$ cat src/rtl/student_iis_tdm_transceiver.sv
// rtl/student_iis_tdm_transceiver.sv - I2S/TDM serial transceiver with one-frame TX holding register
// Counters track the data-bit position; lrclk leads them by one BCLK in I2S mode.
module student_iis_tdm_transceiver #(
    parameter int NUM_CH   = 2,
    parameter int TX_W     = 24,
    parameter int RX_W     = 16,
    parameter int SLOT_W   = 32,
    parameter int BCLK_DIV = 4,
    parameter int I2S_MODE = 1
) (
    input  logic                     clk_i,
    input  logic                     rst_i,
    input  logic                     enable_i,
    input  logic [NUM_CH*TX_W-1:0]   tx_data_i,
    input  logic                     tx_valid_i,
    output logic                     tx_ready_o,
    output logic [NUM_CH*RX_W-1:0]   rx_data_o,
    output logic                     rx_valid_o,
    output logic                     bclk_o,
    output logic                     lrclk_o,
    output logic                     dac_sdata_o,
    input  logic                     adc_sdata_i,
    output logic                     tx_underrun_o
);

    localparam int TXF_W   = NUM_CH * TX_W;
    localparam int RXF_W   = NUM_CH * RX_W;
    localparam int DIV_CW  = ($clog2(BCLK_DIV) < 1) ? 1 : $clog2(BCLK_DIV);
    localparam int BIT_CW  = ($clog2(SLOT_W) < 1) ? 1 : $clog2(SLOT_W);
    localparam int SLOT_CW = ($clog2(NUM_CH) < 1) ? 1 : $clog2(NUM_CH);

    localparam logic [DIV_CW-1:0]  DIV_LAST  = DIV_CW'(BCLK_DIV - 1);
    localparam logic [BIT_CW-1:0]  BIT_LAST  = BIT_CW'(SLOT_W - 1);
    localparam logic [SLOT_CW-1:0] SLOT_LAST = SLOT_CW'(NUM_CH - 1);
    localparam logic [SLOT_CW-1:0] SLOT_HALF = SLOT_CW'(NUM_CH / 2);
    localparam logic [TXF_W-1:0]   TX_ONE    = TXF_W'(1);
    localparam logic [RXF_W-1:0]   RX_ONE    = RXF_W'(1);

    logic                run_q, run_d;
    logic [DIV_CW-1:0]   div_q, div_d;
    logic                bclk_q, bclk_d;
    logic [BIT_CW-1:0]   bit_q, bit_d;
    logic [SLOT_CW-1:0]  slot_q, slot_d;
    logic                lrclk_q, lrclk_d;
    logic                dac_q, dac_d;
    logic [TXF_W-1:0]    tx_frame_q, tx_frame_d;
    logic [TXF_W-1:0]    hold_q, hold_d;
    logic                hold_full_q, hold_full_d;
    logic                underrun_q, underrun_d;
    logic [RXF_W-1:0]    rx_acc_q, rx_acc_d;
    logic [RXF_W-1:0]    rx_data_q, rx_data_d;
    logic                rx_valid_q, rx_valid_d;

    logic                frame_load;
    logic                handshake;
    logic [SLOT_CW-1:0]  lr_slot;
    int                  tx_idx;
    int                  rx_idx;

    assign handshake = tx_valid_i & ~hold_full_q;

    always_comb begin
        run_d       = run_q;
        div_d       = div_q;
        bclk_d      = bclk_q;
        bit_d       = bit_q;
        slot_d      = slot_q;
        lrclk_d     = lrclk_q;
        dac_d       = dac_q;
        tx_frame_d  = tx_frame_q;
        hold_d      = hold_q;
        hold_full_d = hold_full_q;
        underrun_d  = underrun_q;
        rx_acc_d    = rx_acc_q;
        rx_data_d   = rx_data_q;
        rx_valid_d  = 1'b0;
        frame_load  = 1'b0;
        lr_slot     = '0;
        tx_idx      = 0;
        rx_idx      = 0;

        if (!enable_i) begin
            run_d    = 1'b0;
            div_d    = '0;
            bclk_d   = 1'b0;
            bit_d    = '0;
            slot_d   = '0;
            lrclk_d  = 1'b0;
            dac_d    = 1'b0;
            rx_acc_d = '0;
        end else if (!run_q) begin
            run_d      = 1'b1;
            div_d      = '0;
            bclk_d     = 1'b0;
            bit_d      = '0;
            slot_d     = '0;
            frame_load = 1'b1;
        end else if (div_q == DIV_LAST) begin
            div_d  = '0;
            bclk_d = ~bclk_q;
            if (!bclk_q) begin
                // Rising edge: capture ADC bit, MSB of each slot lands in the top of its lane.
                if (int'(bit_q) < RX_W) begin
                    rx_idx   = int'(slot_q) * RX_W + RX_W - 1 - int'(bit_q);
                    rx_acc_d = (rx_acc_q & ~(RX_ONE << rx_idx))
                             | ({{(RXF_W-1){1'b0}}, adc_sdata_i} << rx_idx);
                end
                if (bit_q == BIT_LAST && slot_q == SLOT_LAST) begin
                    rx_data_d  = rx_acc_d;
                    rx_valid_d = 1'b1;
                end
            end else begin
                if (bit_q == BIT_LAST) begin
                    bit_d = '0;
                    if (slot_q == SLOT_LAST) begin
                        slot_d     = '0;
                        frame_load = 1'b1;
                    end else begin
                        slot_d = slot_q + SLOT_CW'(1);
                    end
                end else begin
                    bit_d = bit_q + BIT_CW'(1);
                end
            end
        end else begin
            div_d = div_q + DIV_CW'(1);
        end

        if (frame_load) begin
            if (hold_full_q) begin
                tx_frame_d  = hold_q;
                hold_full_d = 1'b0;
            end else if (tx_valid_i) begin
                tx_frame_d = tx_data_i;
            end else begin
                tx_frame_d = '0;
                underrun_d = 1'b1;
            end
        end else if (handshake) begin
            hold_d      = tx_data_i;
            hold_full_d = 1'b1;
        end

        // Serial outputs follow the post-edge position; they only move at falling edges or start.
        if (enable_i) begin
            if (int'(bit_d) < TX_W) begin
                tx_idx = int'(slot_d) * TX_W + TX_W - 1 - int'(bit_d);
                dac_d  = |(tx_frame_d & (TX_ONE << tx_idx));
            end else begin
                dac_d = 1'b0;
            end
            if (I2S_MODE != 0 && bit_d == BIT_LAST) begin
                lr_slot = (slot_d == SLOT_LAST) ? '0 : slot_d + SLOT_CW'(1);
            end else begin
                lr_slot = slot_d;
            end
            lrclk_d = (lr_slot >= SLOT_HALF);
        end
    end

    always_ff @(posedge clk_i) begin
        if (rst_i) begin
            run_q       <= 1'b0;
            div_q       <= '0;
            bclk_q      <= 1'b0;
            bit_q       <= '0;
            slot_q      <= '0;
            lrclk_q     <= 1'b0;
            dac_q       <= 1'b0;
            tx_frame_q  <= '0;
            hold_q      <= '0;
            hold_full_q <= 1'b0;
            underrun_q  <= 1'b0;
            rx_acc_q    <= '0;
            rx_data_q   <= '0;
            rx_valid_q  <= 1'b0;
        end else begin
            run_q       <= run_d;
            div_q       <= div_d;
            bclk_q      <= bclk_d;
            bit_q       <= bit_d;
            slot_q      <= slot_d;
            lrclk_q     <= lrclk_d;
            dac_q       <= dac_d;
            tx_frame_q  <= tx_frame_d;
            hold_q      <= hold_d;
            hold_full_q <= hold_full_d;
            underrun_q  <= underrun_d;
            rx_acc_q    <= rx_acc_d;
            rx_data_q   <= rx_data_d;
            rx_valid_q  <= rx_valid_d;
        end
    end

    assign tx_ready_o    = ~hold_full_q;
    assign rx_data_o     = rx_data_q;
    assign rx_valid_o    = rx_valid_q;
    assign bclk_o        = bclk_q;
    assign lrclk_o       = lrclk_q;
    assign dac_sdata_o   = dac_q;
    assign tx_underrun_o = underrun_q;

endmodule

$ cat config.mk
export PLATFORM = sky130hd
export DESIGN_NAME = student_iis_tdm_transceiver
export DESIGN_NICKNAME = d
export VERILOG_FILES = /design/src/rtl/student_iis_tdm_transceiver.sv
export SDC_FILE = /design/constraint.sdc
export NUM_CORES = 1
export LEC_CHECK = 0
export ABC_AREA = 1
export BUFFER_PORTS_ARGS = -buffer_cell sky130_fd_sc_hd__clkbuf_2
export CORE_MARGIN = 1.5
export CORE_UTILIZATION = 40
export CTS_CLUSTER_SIZE = 24
export DETAILED_ROUTE_END_ITERATION = 7
export PLACE_DENSITY = 0.68
export SLEW_MARGIN = 5
export SYNTH_ARGS = -nofsm -noshare
export SYNTH_HDL_FRONTEND = slang
export SYNTH_SLANG_ARGS = --single-unit
$ cat constraint.sdc
create_clock -name clk_i -period 7.9 [get_ports clk_i]
set_input_delay 0 -clock clk_i [delete_from_list [all_inputs] [get_ports clk_i]]
set_output_delay 0 -clock clk_i [all_outputs]
set_load 0.005 [all_outputs]
=== Word-level counts from Yosys, hierarchy flattened ===
Index checks and enable logic that the tools add are counted.

* Register bits after elaboration: 175
* Bits of input ports: 53
* Output and inout bits: 38
* Logic and storage cells: 85

* Eq/ne operators: 3
* Add/sub/neg operators: 10
* $lt $le $gt $ge: 3
* Muxes and demuxes: 26
* Multipliers: 1
* Bitwise operators: 13
* Shift-type cells: 3
* Reduce and logical (&&, ||, !) cells: 12

{| class="wikitable"
|+ Operators by type and width
! cell !! number
|-
| $mux W48 || 3
|-
| $and A48 B48 Y48 || 1
|-
| $reduce_or A48 Y1 || 1
|-
| $shl A1 B32 Y48 const A || 1
|-
| $and A32 B32 Y32 || 1
|-
| $mux W32 || 1
|-
| $not A32 Y32 || 1
|-
| $or A32 B32 Y32 || 1
|-
| $shl A1 B32 Y32 || 1
|-
| $shl A1 B32 Y32 const A || 1
|-
| $mux W5 || 5
|-
| $mux W1 || 17
|-
| $eq A5 B5 Y1 const B || 2
|-
| $lt A5 B5 Y1 const B || 2
|-
| $sub A8 B6 Y9 || 1
|-
| $not A1 Y1 || 8
|-
| $sub A7 B1 Y8 const B || 1
|-
| $sub A7 B6 Y8 || 1
|-
| $add A6 B5 Y7 const B || 1
|-
| $sub A6 B1 Y7 const B || 1
|-
| $add A5 B5 Y6 const B || 1
|-
| $reduce_and A3 Y1 || 2
|-
| $reduce_or A3 Y1 || 2
|-
| $add A5 B1 Y5 const B || 1
|-
| other kinds (12) || 14
|}

=== Logic depth before layout (Yosys ltp) ===
Gate-level depths: netlist of run 1.

* Word-level depth: 14
* Mapped depth: 27
* Gate-level depth less buffers: 26

=== Worst setup path after synthesis of run 1 ===
OpenSTA, ideal clock, no wires.

* Path type: reg-to-reg
* From: reg bit_q[1]
* To: reg dac_q (netlist: dac_sdata_o)
* Stages on the path, launching flop included: 26
* Setup slack: 4.753 ns
* Library setup time: 0.117 ns
* Clock period less this slack: 3.147 ns
* Buffers on the path: 1
* Required time: 7.783 ns
* Data arrival time: 3.030 ns
* Cells stage by stage: dfxtp_1 > ha_1 > inv_1 > nor3_1 > ha_1 > ha_1 > inv_1 > nand3_1 > nand3_4 > inv_2 > ha_1 > buf_2 > nor2_1 > nand2_1 > nand2_4 > inv_4 > nand2_4 > nor2_4 > nand2_2 > nor3_2 > nor2_1 > nand2_1 > nor2_1 > nand3_1 > nor2_1 > nor2_1

* Cells in the longest elaborated chain, start to end: 13
* Elaborated cells on any way between the ends: 28
* Classes of those cells: add/sub: 4; mul: 1; order compare: 1; eq/ne: 1; shift: 1; mux: 16; bitwise: 2; reduce/logical: 2

{| class="wikitable"
|+ Ends and longest elaborated chain
! item !! line !! RTL
|-
| from (decl) || 42 || <nowiki>logic [BIT_CW-1:0] bit_q, bit_d;</nowiki>
|-
| from (signal assigned) || 181 || <nowiki>bit_q <= bit_d;</nowiki>
|-
| $eq A5 B5 Y1 || 113 || <nowiki>if (bit_q == BIT_LAST) begin</nowiki>
|-
| $mux W1 || 113 ||
|-
| $mux W1 || 101 || <nowiki>if (!bclk_q) begin</nowiki>
|-
| $mux W1 || 98 || <nowiki>end else if (div_q == DIV_LAST) begin</nowiki>
|-
| $mux W1 || 91 || <nowiki>end else if (!run_q) begin</nowiki>
|-
| $mux W1 || 82 || <nowiki>if (!enable_i) begin</nowiki>
|-
| net slot_d || 43 || <nowiki>logic [SLOT_CW-1:0] slot_q, slot_d;</nowiki>
|-
| $mul A1 B2 Y3 || 147 || <nowiki>tx_idx = int'(slot_d) * TX_W + TX_W - 1 - int'(bit_d);</nowiki>
|-
| $add A6 B5 Y7 || 147 ||
|-
| $sub A7 B1 Y8 || 147 ||
|-
| $sub A8 B6 Y9 || 147 ||
|-
| $shl A1 B32 Y48 || 148 || <nowiki>dac_d = |(tx_frame_d & (TX_ONE << tx_idx));</nowiki>
|-
| $and A48 B48 Y48 || 148 ||
|-
| $reduce_or A48 Y1 || 148 ||
|-
| to (signal assigned) || 169 || <nowiki>dac_q <= 1'b0;</nowiki>
|-
| to (signal assigned) || 184 || <nowiki>dac_q <= dac_d;</nowiki>
|-
| to (decl) || 45 || <nowiki>logic dac_q, dac_d;</nowiki>
|}

The timed path passes the listed nets, and every way through them passes these cells.
A chain may end at the register's enable or synchronous reset.

=== Worst setup path in the final report of run 1 ===
Ends and elaborated chain as after synthesis.

==> results of run 1 <==
==> stage by stage <==
stage	worst slack, ns	hold WS, ns	power [W]
6_report	3.90	0.0833	0.00193
2_1_floorplan	4.75	0.148	0.00104
3_5_place_dp	3.90	0.255	0.00109
4_1_cts	3.89	0.0854	0.00195
3_3_place_gp	3.96	0.250	0.00108
5_1_grt	3.37	0.112	0.00200
==> flip-flops by register name, indices dropped and copies added (netlist names), 2 cells and up <==
register,flops
bit_q,5
div_q,2
hold_q,48
rx_acc_q,32
rx_data_o,32
tx_frame_q,48
==> final cells by class <==
cell class                      count  share of cell area, %
Clock buffer                       19                   4.52
Sequential cell                   175                   34.9
Inverter                          124                   4.77
Clock inverter                     13                   1.42
Timing Repair Buffer              147                   10.0
Multi-Input combinational cell    848                   40.9
Tap cell                          270                   3.37
==> critical path: cells and delay by family, from the launching register on <==
kind,cells,cell delay (ns)
and+or+nand+nor,14,1.50
adders and majority gates,4,1.42
buffers and inverters,5,0.56
DFF,1,0.40
==> cells by family after synthesis <==
logic type,after synthesis,synth area share [%]
buffers and inverters,197,10.0
flip-flops,175,41.5
multiplexers,1,0.119
adder cells (fa/ha/maj),8,1.19
AND/OR/NAND/NOR,573,29.8
AO/OA/AOI/OAI,265,17.3
XOR/XNOR,1,0.104
==> placed cells by master (no fill, tap or decap), types with 2 or more instances in the layout <==
master,Yosys,layout
a21oi_1,70,70
a22oi_1,42,42
buf_4,2,8
clkbuf_16,0,17
clkbuf_2,0,89
clkbuf_8,0,2
clkinv_4,2,2
clkinvlp_4,0,4
dfxtp_1,175,175
dlygate4sd3_1,0,50
ha_1,8,8
inv_1,115,114
inv_2,6,6
inv_6,0,5
inv_8,0,2
nand2_1,239,239
nand2_2,9,9
nand2_4,5,5
nand3_1,31,31
nand3_2,2,2
nand4_1,21,21
nand4_4,2,2
nor2_1,215,213
nor2_2,2,2
nor2_4,5,7
nor2_8,2,2
nor3_1,33,33
nor3_2,4,3
nor4_1,2,2
o21a_1,3,3
o21ai_0,118,118
o21ai_1,27,27
o21ai_2,2,2
==> worst max path at each step <==
stage,slack (ns),endpoint
global route,3.37,dac_sdata_o
floorplan,4.75,dac_sdata_o
global placement,3.96,dac_sdata_o
CTS,3.89,dac_sdata_o
finish,3.90,dac_sdata_o
detailed placement,3.90,dac_sdata_o
==> power by group through the flow <==
stage	clock network, W	registers (W)	logic, W
after floorplan	0	0.000939	0.000100
after global placement	0	0.000941	0.000143
after detailed placement	0	0.000942	0.000143
after CTS	0.000862	0.000921	0.000164
after global routing	0.000897	0.000924	0.000183
final	0.000849	0.000922	0.000164
==> layer usage <==
| metal | global-route usage [%] | wire, um |
|---|---|---|
| met3 | 3.56 | 1110 |
| met1 | 28.2 | 10700 |
| met2 | 33.1 | 9940 |
| met5 | 0 | 0 |
| met4 | 5.64 | 250 |
==> what timing repair did <==
item                      in CTS  in global routing
resized for setup              0                  0
hold endpoints to repair      63                  0
hold buffers                  50                  0
==> run metrics, run 1 <==
top cells by area, synth dfxtp_1, nand2_1, nor2_1; top cells by count, synth nand2_1, nor2_1, dfxtp_1; Final setup viols 0; fin area 10000 um2; number of vias per cell 5.02; n_diodes 0; routed length per instance 13.8 um; Util after Layout 49.1%; CTS Buffer Depth 2; Hold Crit Endpoint tx_frame_q[18]; internal power 0.00143 W; ys flop type dfxtp_1; Placed Area 8930 um2; die area 22000 um2; PwrDens 193 nW/um2; crit-path max cell delay 0.81 ns; Setup Fix Bufs, Post-CTS 0; area occupied by multi-input gates 4110 um2; Clock Pin Slew Worst Setup and Hold Paths 0.07 ns; Starting Density 41.3%; Synth Cell Area 8430 um2; DP HPWL 14400 um; status finished clean; clock insertion delay at the later pin of the skew report 0.43 ns; switch share 25.9%; Pins Over Slew Limit 0; area leader, netlist dfxtp_1; CTS tree built; register share of total power 47.6%; initial antenna violation count 0; RSZ-0062 raised after global routing no; vias 8011; worst path cell trace ha_1, inv_1, nor3_1, ha_1, ha_1, inv_1, nand3_1, nand3_4, inv_2, ha_1, nand2_1, nand3_1, inv_1, nand2_4, nand2_2, inv_2, nor3_1, nor2_1, nand2_1, nor2_1, nand2_1, nor2_1, nor2_1; Critical Path RT 8.21 ns; Final min period 4.00 ns; Port Buffers 90; final setup skew 0.00799 ns; crit path kind flop to flop; mean instance size in the synthesized netlist 6.91 um2; Fmax 0.250 GHz; Die Ht 148 um; Worst Hold Depth 2; Hold Path Class primary input to flop; slowest CP cell ha_1; reg-to-reg endpoint dac_sdata_o; max_cap viols 0; CTS Buf Count 17; worst vdd ir 0.000171 V; top-count cell post-synth nand2_1; Root Driver clkbuf_16; maximum number of pins on one net before global-route repair 77; Final Net Count 1374; first-pass GRT wire length 36500 um; CTS H-Tree Depth 4; final hold vios 0; Worst Min Path Start rst_i; drt drc 0; area share of the leading cell type in the synthesized netlist 41.5%; io pins 91; total negative slack 0 ns; DRT antenna net count 0; sequential area share after synthesis 41.5%; Yosys Warn Count 0; all-layer global routing usage 20.5%; Reg area 3500 um2; Die Span X 148 um; drt first pass iters 5; number of cell rows 52; clock sink total 175; Leakage 4.51 nW; total gr overflow 0; RePlAce Congestion 0.886; async set-reset flop share out of synthesis 0%; Critical Path AT 4.32 ns; Syn Inst Count 1220; Non-Filler Instances 1596; initial drt markers 476; placed insts 1514; Tcrit/Tclk final 50.7%; Crit. Startpoint bit_q[1]; number of global-route vias before repair 7291; worst r2r src bit_q[1]; fillers 2048; Post-Route WL 22000 um; Slew @ Worst Pin 1.05 ns; R2R cell count 23; EDFF count, synth 0; Comb pwr share 8.5%; Synth Register Bits 175; Clk pwr share 43.9%; post-synthesis cell type count 37; area of the core 20400 um2; area delta synth->final 18.9%; Slew headroom 29.7%; post-synth net total 1281; Worst setup SP type flop; Crit. End Element flop; layout cells sized above 1 13.1%; FF-to-FF setup slack 3.90 ns; largest fanout on the critical path 25; net load switching power 0.000500 W
No activity file was read; power rests on OpenSTA's default activity.
==> run 2, diff against run 1 <==
--- a/config.mk
+++ b/config.mk
@@ -5,13 +5,13 @@
 export SDC_FILE = /design/constraint.sdc
 export NUM_CORES = 1
 export LEC_CHECK = 0
-export ABC_AREA = 1
+export ABC_AREA = 0
 export BUFFER_PORTS_ARGS = -buffer_cell sky130_fd_sc_hd__clkbuf_2
 export CORE_MARGIN = 1.5
 export CORE_UTILIZATION = 40
 export CTS_CLUSTER_SIZE = 24
 export DETAILED_ROUTE_END_ITERATION = 7
-export PLACE_DENSITY = 0.68
+export PLACE_DENSITY = 0.7
 export SLEW_MARGIN = 5
 export SYNTH_ARGS = -nofsm -noshare
 export SYNTH_HDL_FRONTEND = slang
==> constraint.sdc (replaced) <==
create_clock -name clk_i -period 3.2 [get_ports clk_i]
set_input_delay 0 -clock clk_i [delete_from_list [all_inputs] [get_ports clk_i]]
set_output_delay 0 -clock clk_i [all_outputs]
set_load 0.005 [all_outputs]
==> run metrics, run 2 <==
Final Net Count 1263 (-8.1%); setup ws final -0.391 ns (-4.29 ns); pre-CTS WS -0.529 ns (-4.43 ns); RSZ-0062 raised after global routing yes; maximum number of pins on one net before global-route repair 85 (+10%); routed length per instance 14.9 um (+8.5%); CTS tree built; clock sink total 175 (unchanged); Slew headroom 41.5% (+12 points); Hold Crit Endpoint rx_acc_q[24]; Synth Register Bits 175 (unchanged); vias 7776 (-2.9%); Clock Pin Slew Worst Setup and Hold Paths 0.07 ns (about the same); initial antenna violation count 0 (unchanged); Critical Path RT 3.51 ns (-4.70 ns); RePlAce Congestion 0.864 (-2.5%); Synth Cell Area 8230 um2 (-2.5%); Post-Route WL 22200 um (+0.92%); layout cells sized above 1 18.3% (+5.2 points); number of cell rows 52 (unchanged); Starting Density 40.7% (-0.63 points); drt first pass iters 5 (unchanged); R2R cell count 14 (-39%); CTS Buffer Depth 2 (unchanged); Slew @ Worst Pin 0.877 ns (-0.176 ns); worst r2r src bit_q[1]; post-synth net total 1135 (-11%); reg-to-reg endpoint dac_sdata_o; mux contribution to synthesized area 5.64% (+5.5 points); Die Span X 146 um (-1.2%); worst vdd ir 0.000381 V (+120%); DRT antenna net count 0 (unchanged); crit path kind flop to flop; Leakage 3.87 nW (-14%); Hold Path Class primary input to flop; Root Driver clkbuf_16; total negative slack -0.391 ns (-0.391 ns); crit-path max cell delay 0.53 ns (-0.28 ns); ys flop type dfxtp_1; area occupied by multi-input gates 4470 um2 (+9.0%); total gr overflow 0 (unchanged); commonest non-fill, non-tap cells in the layout nand2_1, dfxtp_1, nor2_1; placed insts 1403 (-7.3%); all-layer global routing usage 21.1% (+0.59 points); area share of the leading cell type in the synthesized netlist 42.6% (+1.0 points); Worst setup SP type flop; Post-Synth Simple-Gate Area 25.4% (-4.4 points); Port Buffers 90 (unchanged); Synth Area in Compound Gates 19.5% (+2.3 points); n_diodes 0 (unchanged); PwrDens 468 nW/um2 (+140%); leading cell type in the layout, fill and taps excluded nand2_1; Yosys Warn Count 0 (unchanged); final setup skew 0.0147 ns (+0.00673 ns); die area 21400 um2 (-2.4%); EDFF count, synth 0 (unchanged); failing checks negative setup slack; top-count cell post-synth nand2_1; Crit. End Element flop; io pins 91 (unchanged); DP HPWL 14500 um (+1.3%); Largest regs hold_q (48), tx_frame_q (48); Die Ht 146 um (-1.2%); CTS Buf Count 17 (unchanged); area delta synth->final 26.3%; Syn Inst Count 1074 (-12%); async set-reset flop share out of synthesis 0% (unchanged); adder-cell share of the synthesized area 1.22% (+0.030 points); area leader, netlist dfxtp_1; Placed Area 9200 um2 (+3.0%); Non-Filler Instances 1484 (-7.0%); Fmax 0.279 GHz (+11%); top cells by count, synth nand2_1, dfxtp_1, nor2_1; sequential area share after synthesis 42.6% (+1.0 points); Worst Hold Depth 4 (+2); area of the core 20200 um2 (-0.96%); post-synthesis cell type count 62 (+68%); fillers 1876 (-8.4%); CTS H-Tree Depth 4 (unchanged); worst path cell trace ha_4, and3_4, ha_4, or4_4, a21oi_2, inv_2, ha_4, o21a_1, or4_4, nand4b_4, o22ai_1, or4_4, a21oi_2, o22ai_1; number of global-route vias before repair 7288 (-0.041%); Synth Area in XOR/XNOR 0.639% (+0.54 points); clock insertion delay at the later pin of the skew report 0.43 ns (about the same); mean instance size in the synthesized netlist 7.66 um2 (+11%); largest fanout on the critical path 5 (-80%); status finished with violations; Reg area 3510 um2 (+0.11%); drt drc 0 (unchanged); max_cap viols 0 (unchanged); Tcrit/Tclk final 112% (+62 points); slowest CP cell or4_4; WHS 0.109 ns (+0.0254 ns); number of vias per cell 5.24 (+4.4%); Pins Over Slew Limit 0 (unchanged); initial drt markers 428 (-10%); top cells by area, synth dfxtp_1, nand2_1, nor2_1; Final setup viols 1 (+1); Critical Path AT 3.90 ns (-0.42 ns); fin area 10400 um2 (+3.6%); largest family of logic cells by synthesized area simple AND/OR/NAND/NOR gates; Worst Min Path Start adc_sdata_i; FF-to-FF setup slack -0.39 ns (-4.29 ns); Final min period 3.59 ns (-0.412 ns); first-pass GRT wire length 36900 um (+1.0%); final hold vios 0 (unchanged)
==> run 2: changes by cell type after synthesis, sizes merged, moves of 20 or more <==
cell / delta
o211ai: +26
nand3: -21
a311oi: +20
o21ai: -55
mux2i: +42
clkbuf: +25
nor2: -82
a22oi: -42
nor3: -30
inv: -113
==> run 2: stage by stage <==
stage,total power [W],util (%)
floorplan,0.00257,-
global placement,0.00270,45.5
detailed placement,0.00270,45.5
CTS,0.00491,51.1
global route,0.00507,51.4
finish,0.00487,51.4
==> run 2: per-layer routing <==
metal,vias to the layer above,track usage [%],wire length [um],share of wire (%)
met5,-,0,0,0
met4,0,6.11,305,1.4
met3,28,4.19,1060,4.8
met2,183,34.3,10500,47
met1,3615,28.3,10300,47
li1,3950,-,-,-
==> run 2: how the worst max path moves through the flow <==
stage,from,endpoint,slack (ns),depth (start not counted)
after floorplan,bit_q[0],dac_sdata_o,-0.52,15
after global placement,bit_q[1],dac_sdata_o,-0.51,14
after detailed placement,bit_q[1],dac_sdata_o,-0.53,14
after CTS,bit_q[1],dac_sdata_o,-0.45,14
after global routing,bit_q[1],dac_sdata_o,-0.51,18
final,bit_q[1],dac_sdata_o,-0.39,14
==> run 2: cells by family after synthesis <==
family,after synthesis
multiplexers,46
adder cells (fa/ha/maj),8
AND/OR/NAND/NOR,479
XOR/XNOR,6
AO/OA/AOI/OAI,262
flip-flops,175
buffers and inverters,98
==> run 2: timing repair <==
item | 4_1_cts | 5_1_grt
buffers inserted | 0 | 0
hold buffers | 50 | 0
pin swaps | 4 | 6
hold endpoints to repair | 65 | 0
cloned | 0 | 0
endpoints found under the setup margin | 1 | 1
gates resized for setup | 7 | 8
==> run 2: worst max-delay path: cells and delay by family (launching register included) <==
kind            cells  cell delay (ns)
simple gates        5             1.81
compound gates      5             0.69
flops               1             0.34
buf+inv             1             0.07
fa+ha+maj           3             0.53
==> run 2: where the power goes <==
part / internal, W / switching, W
combinational: 0.000171 / 0.000260
sequential: 0.00225 / 0.0000271
clock: 0.00125 / 0.000914
==> run 2: layout make-up <==
| cell class | count | area share, % |
|---|---|---|
| clock inverter | 13 | 1.69 |
| tap | 270 | 3.25 |
| clock buffer | 18 | 4.13 |
| inverter | 9 | 0.325 |
| sequential | 175 | 33.8 |
| timing repair buffer | 198 | 13.8 |
| multi-input combinational | 801 | 43.1 |
==> run 3, diff against run 2 <==
--- a/config.mk
+++ b/config.mk
@@ -16,3 +16,4 @@
 export SYNTH_ARGS = -nofsm -noshare
 export SYNTH_HDL_FRONTEND = slang
 export SYNTH_SLANG_ARGS = --single-unit
+export TNS_END_PERCENT = 100
==> constraint.sdc (replaced) <==
create_clock -name clk_i -period 3 [get_ports clk_i]
set_input_delay 0 -clock clk_i [delete_from_list [all_inputs] [get_ports clk_i]]
set_output_delay 0 -clock clk_i [all_outputs]
set_load 0.005 [all_outputs]
==> run metrics, run 3 (synthesis results as in run 2) <==
crit-path max cell delay 0.55 ns (+0.02 ns); Comb pwr share 9.1% (+0.3 points); Final setup viols 1 (unchanged); Hold Path Class primary input to flop; number of vias per cell 5.24 (about the same); Die Span X 146 um (unchanged); Tcrit/Tclk final 120% (+7.4 points); vias 7892 (+1.5%); fillers 1857 (-1.0%); Pins Over Slew Limit 0 (unchanged); initial antenna violation count 0 (unchanged); Slew @ Worst Pin 0.748 ns (-0.130 ns); CTS Buf Count 17 (unchanged); Worst path depth 14 (unchanged); commonest non-fill, non-tap cells in the layout nand2_1, dfxtp_1, nor2_1; Critical Path AT 3.89 ns (about the same); Final Net Count 1283 (+1.6%); layout cells sized above 1 19.6% (+1.3 points); internal power 0.00388 W (+6.0%); Die Ht 146 um (unchanged); final hold vios 0 (unchanged); Slew headroom 50.1% (+8.6 points); io pins 91 (unchanged); initial drt markers 385 (-10%); largest fanout on the critical path 5 (unchanged); final setup skew 0.0117 ns (-0.00306 ns); Clock Pin Slew Worst Setup and Hold Paths 0.07 ns (about the same); Clk pwr share 43.8% (-0.6 points); Crit path buffers/inverters 1 (unchanged); RePlAce Congestion 0.893 (+3.4%); Worst path most repeated cell ha_4; clock sink total 175 (unchanged); routed length per instance 14.9 um (-0.20%); CTS tree built; Post-Route WL 22400 um (+1.2%); n_diodes 0 (unchanged); Worst setup SP type flop; die area 21400 um2 (unchanged); Root Driver clkbuf_16; FF-to-FF setup slack -0.59 ns (-0.20 ns); setup ws final -0.587 ns (-0.196 ns); GR met3 Demand/Resource 3.38% (-0.81 points); crit path kind flop to flop; worst vdd ir 0.000402 V (+5.5%); total gr overflow 0 (unchanged); maximum number of pins on one net before global-route repair 71 (-16%); failing checks negative setup slack; DP HPWL 15000 um (+2.9%); Port Buffers 90 (unchanged); Fmax 0.279 GHz (+0.10%); RSZ-0062 raised after global routing yes; CTS H-Tree Depth 4 (unchanged); reg-to-reg endpoint dac_sdata_o; Largest regs hold_q (48), tx_frame_q (48); register share of total power 47.0% (+0.2 points); Starting Density 40.7% (unchanged); R2R cell count 14 (unchanged); DRT antenna net count 0 (unchanged); Final min period 3.59 ns (-0.00364 ns); Crit. Startpoint bit_q[0]; met2 usage 34.1% (-0.21 points); Placed Area 9320 um2 (+1.3%); worst path cell trace ha_4, and3_4, ha_4, or4_4, a21oi_4, inv_2, ha_4, o21a_1, or4_4, nand4b_4, o22ai_1, or4_1, a21oi_2, o22ai_1; CTS Buffer Depth 2 (unchanged); all-layer global routing usage 20.7% (-0.33 points); fin area 10600 um2 (+1.7%); number of cell rows 52 (unchanged); drt first pass iters 5 (unchanged); Leakage 3.99 nW (+3.0%); clock insertion delay at the later pin of the skew report 0.43 ns (about the same); first-pass GRT wire length 36600 um (-0.86%); drt drc 0 (unchanged); switch share 24.8% (+0.14 points); worst setup path end dac_sdata_o; area delta synth->final 28.5%; status finished with violations; worst r2r src bit_q[0]; leading cell type in the layout, fill and taps excluded nand2_1; met1 Use GR 27.9% (-0.39 points); PwrDens 489 nW/um2 (+4.4%); area of the core 20200 um2 (unchanged); slowest CP cell or4_1; Worst path top cell family by delay simple AND/OR/NAND/NOR gates; net load switching power 0.00128 W (+6.8%); number of global-route vias before repair 7300 (+0.16%); Critical Path RT 3.30 ns (-0.21 ns); Crit. End Element flop; max_cap viols 0 (unchanged); Most Crowded Layer GR met2; pre-CTS WS -0.720 ns (-0.191 ns)
run 3: cell types whose count changed in the layout (fill, tap and decap cells not counted), sizes merged:
cell and delta:
bufinv -1, buf +20, clkinvlp +1, clkbuf +2, clkinv -1
run 3: layout make-up:
type	count	area, um2	share of cell area (%)
Clock inverter	12	144	1.36
Timing Repair Buffer	218	1620	15.3
Multi-Input combinational cell	801	4470	42.3
Sequential cell	175	3510	33.2
Inverter	9	33.8	0.320
Tap cell	270	338	3.20
Clock buffer	20	457	4.32
run 3: power by group through the flow:
stage	combinational [W]	sequential [W]	clock, W
6_report	0.000472	0.00243	0.00226
4_1_cts	0.000468	0.00243	0.00231
3_3_place_gp	0.000408	0.00248	0
2_1_floorplan	0.000273	0.00247	0
5_1_grt	0.000522	0.00244	0.00240
3_5_place_dp	0.000414	0.00248	0
run 3: worst min-delay path, cell delays in order:
cell and delay [ns]:
clkbuf_2 0.32, nand2_1 0.14, a21oi_1 0.05
run 3: worst min-delay path by stage:
stage / start / slack, ns / depth (start not counted) / to
CTS: adc_sdata_i / 0.13 / 3 / rx_acc_q[2]
floorplan: tx_data_i[0] / 0.14 / 2 / hold_q[0]
finish: adc_sdata_i / 0.13 / 3 / rx_acc_q[2]
global placement: tx_data_i[31] / 0.24 / 3 / hold_q[31]
detailed placement: tx_data_i[34] / 0.25 / 3 / hold_q[34]
global route: adc_sdata_i / 0.18 / 3 / rx_acc_q[2]
run 3: per-layer routing:
metal | vias up | wire, um
met5 | - | 0
met3 | 30 | 850
met4 | 0 | 370
met1 | 3690 | 10500
li1 | 3988 | -
met2 | 184 | 10700
run 3: timing repair:
action | in CTS | in global routing
hold buffers | 50 | 0
hold endpoints to repair | 49 | 0
pin swaps | 6 | 21
setup buffers | 1 | 6
gates resized for setup | 9 | 11
endpoints found under the setup margin | 1 | 1
run 3: stage by stage:
stage	cells	power [W]	TNS [ns]	util, %	hold WS, ns
3_3_place_gp	1416	0.00289	-0.689	46.1	0.239
5_1_grt	1505	0.00536	-0.691	52.2	0.176
3_5_place_dp	1416	0.00290	-0.720	46.1	0.246
6_report	1505	0.00517	-0.587	52.2	0.133
2_1_floorplan	1074	0.00274	-0.719	-	0.136
4_1_cts	1499	0.00520	-0.612	51.8	0.130
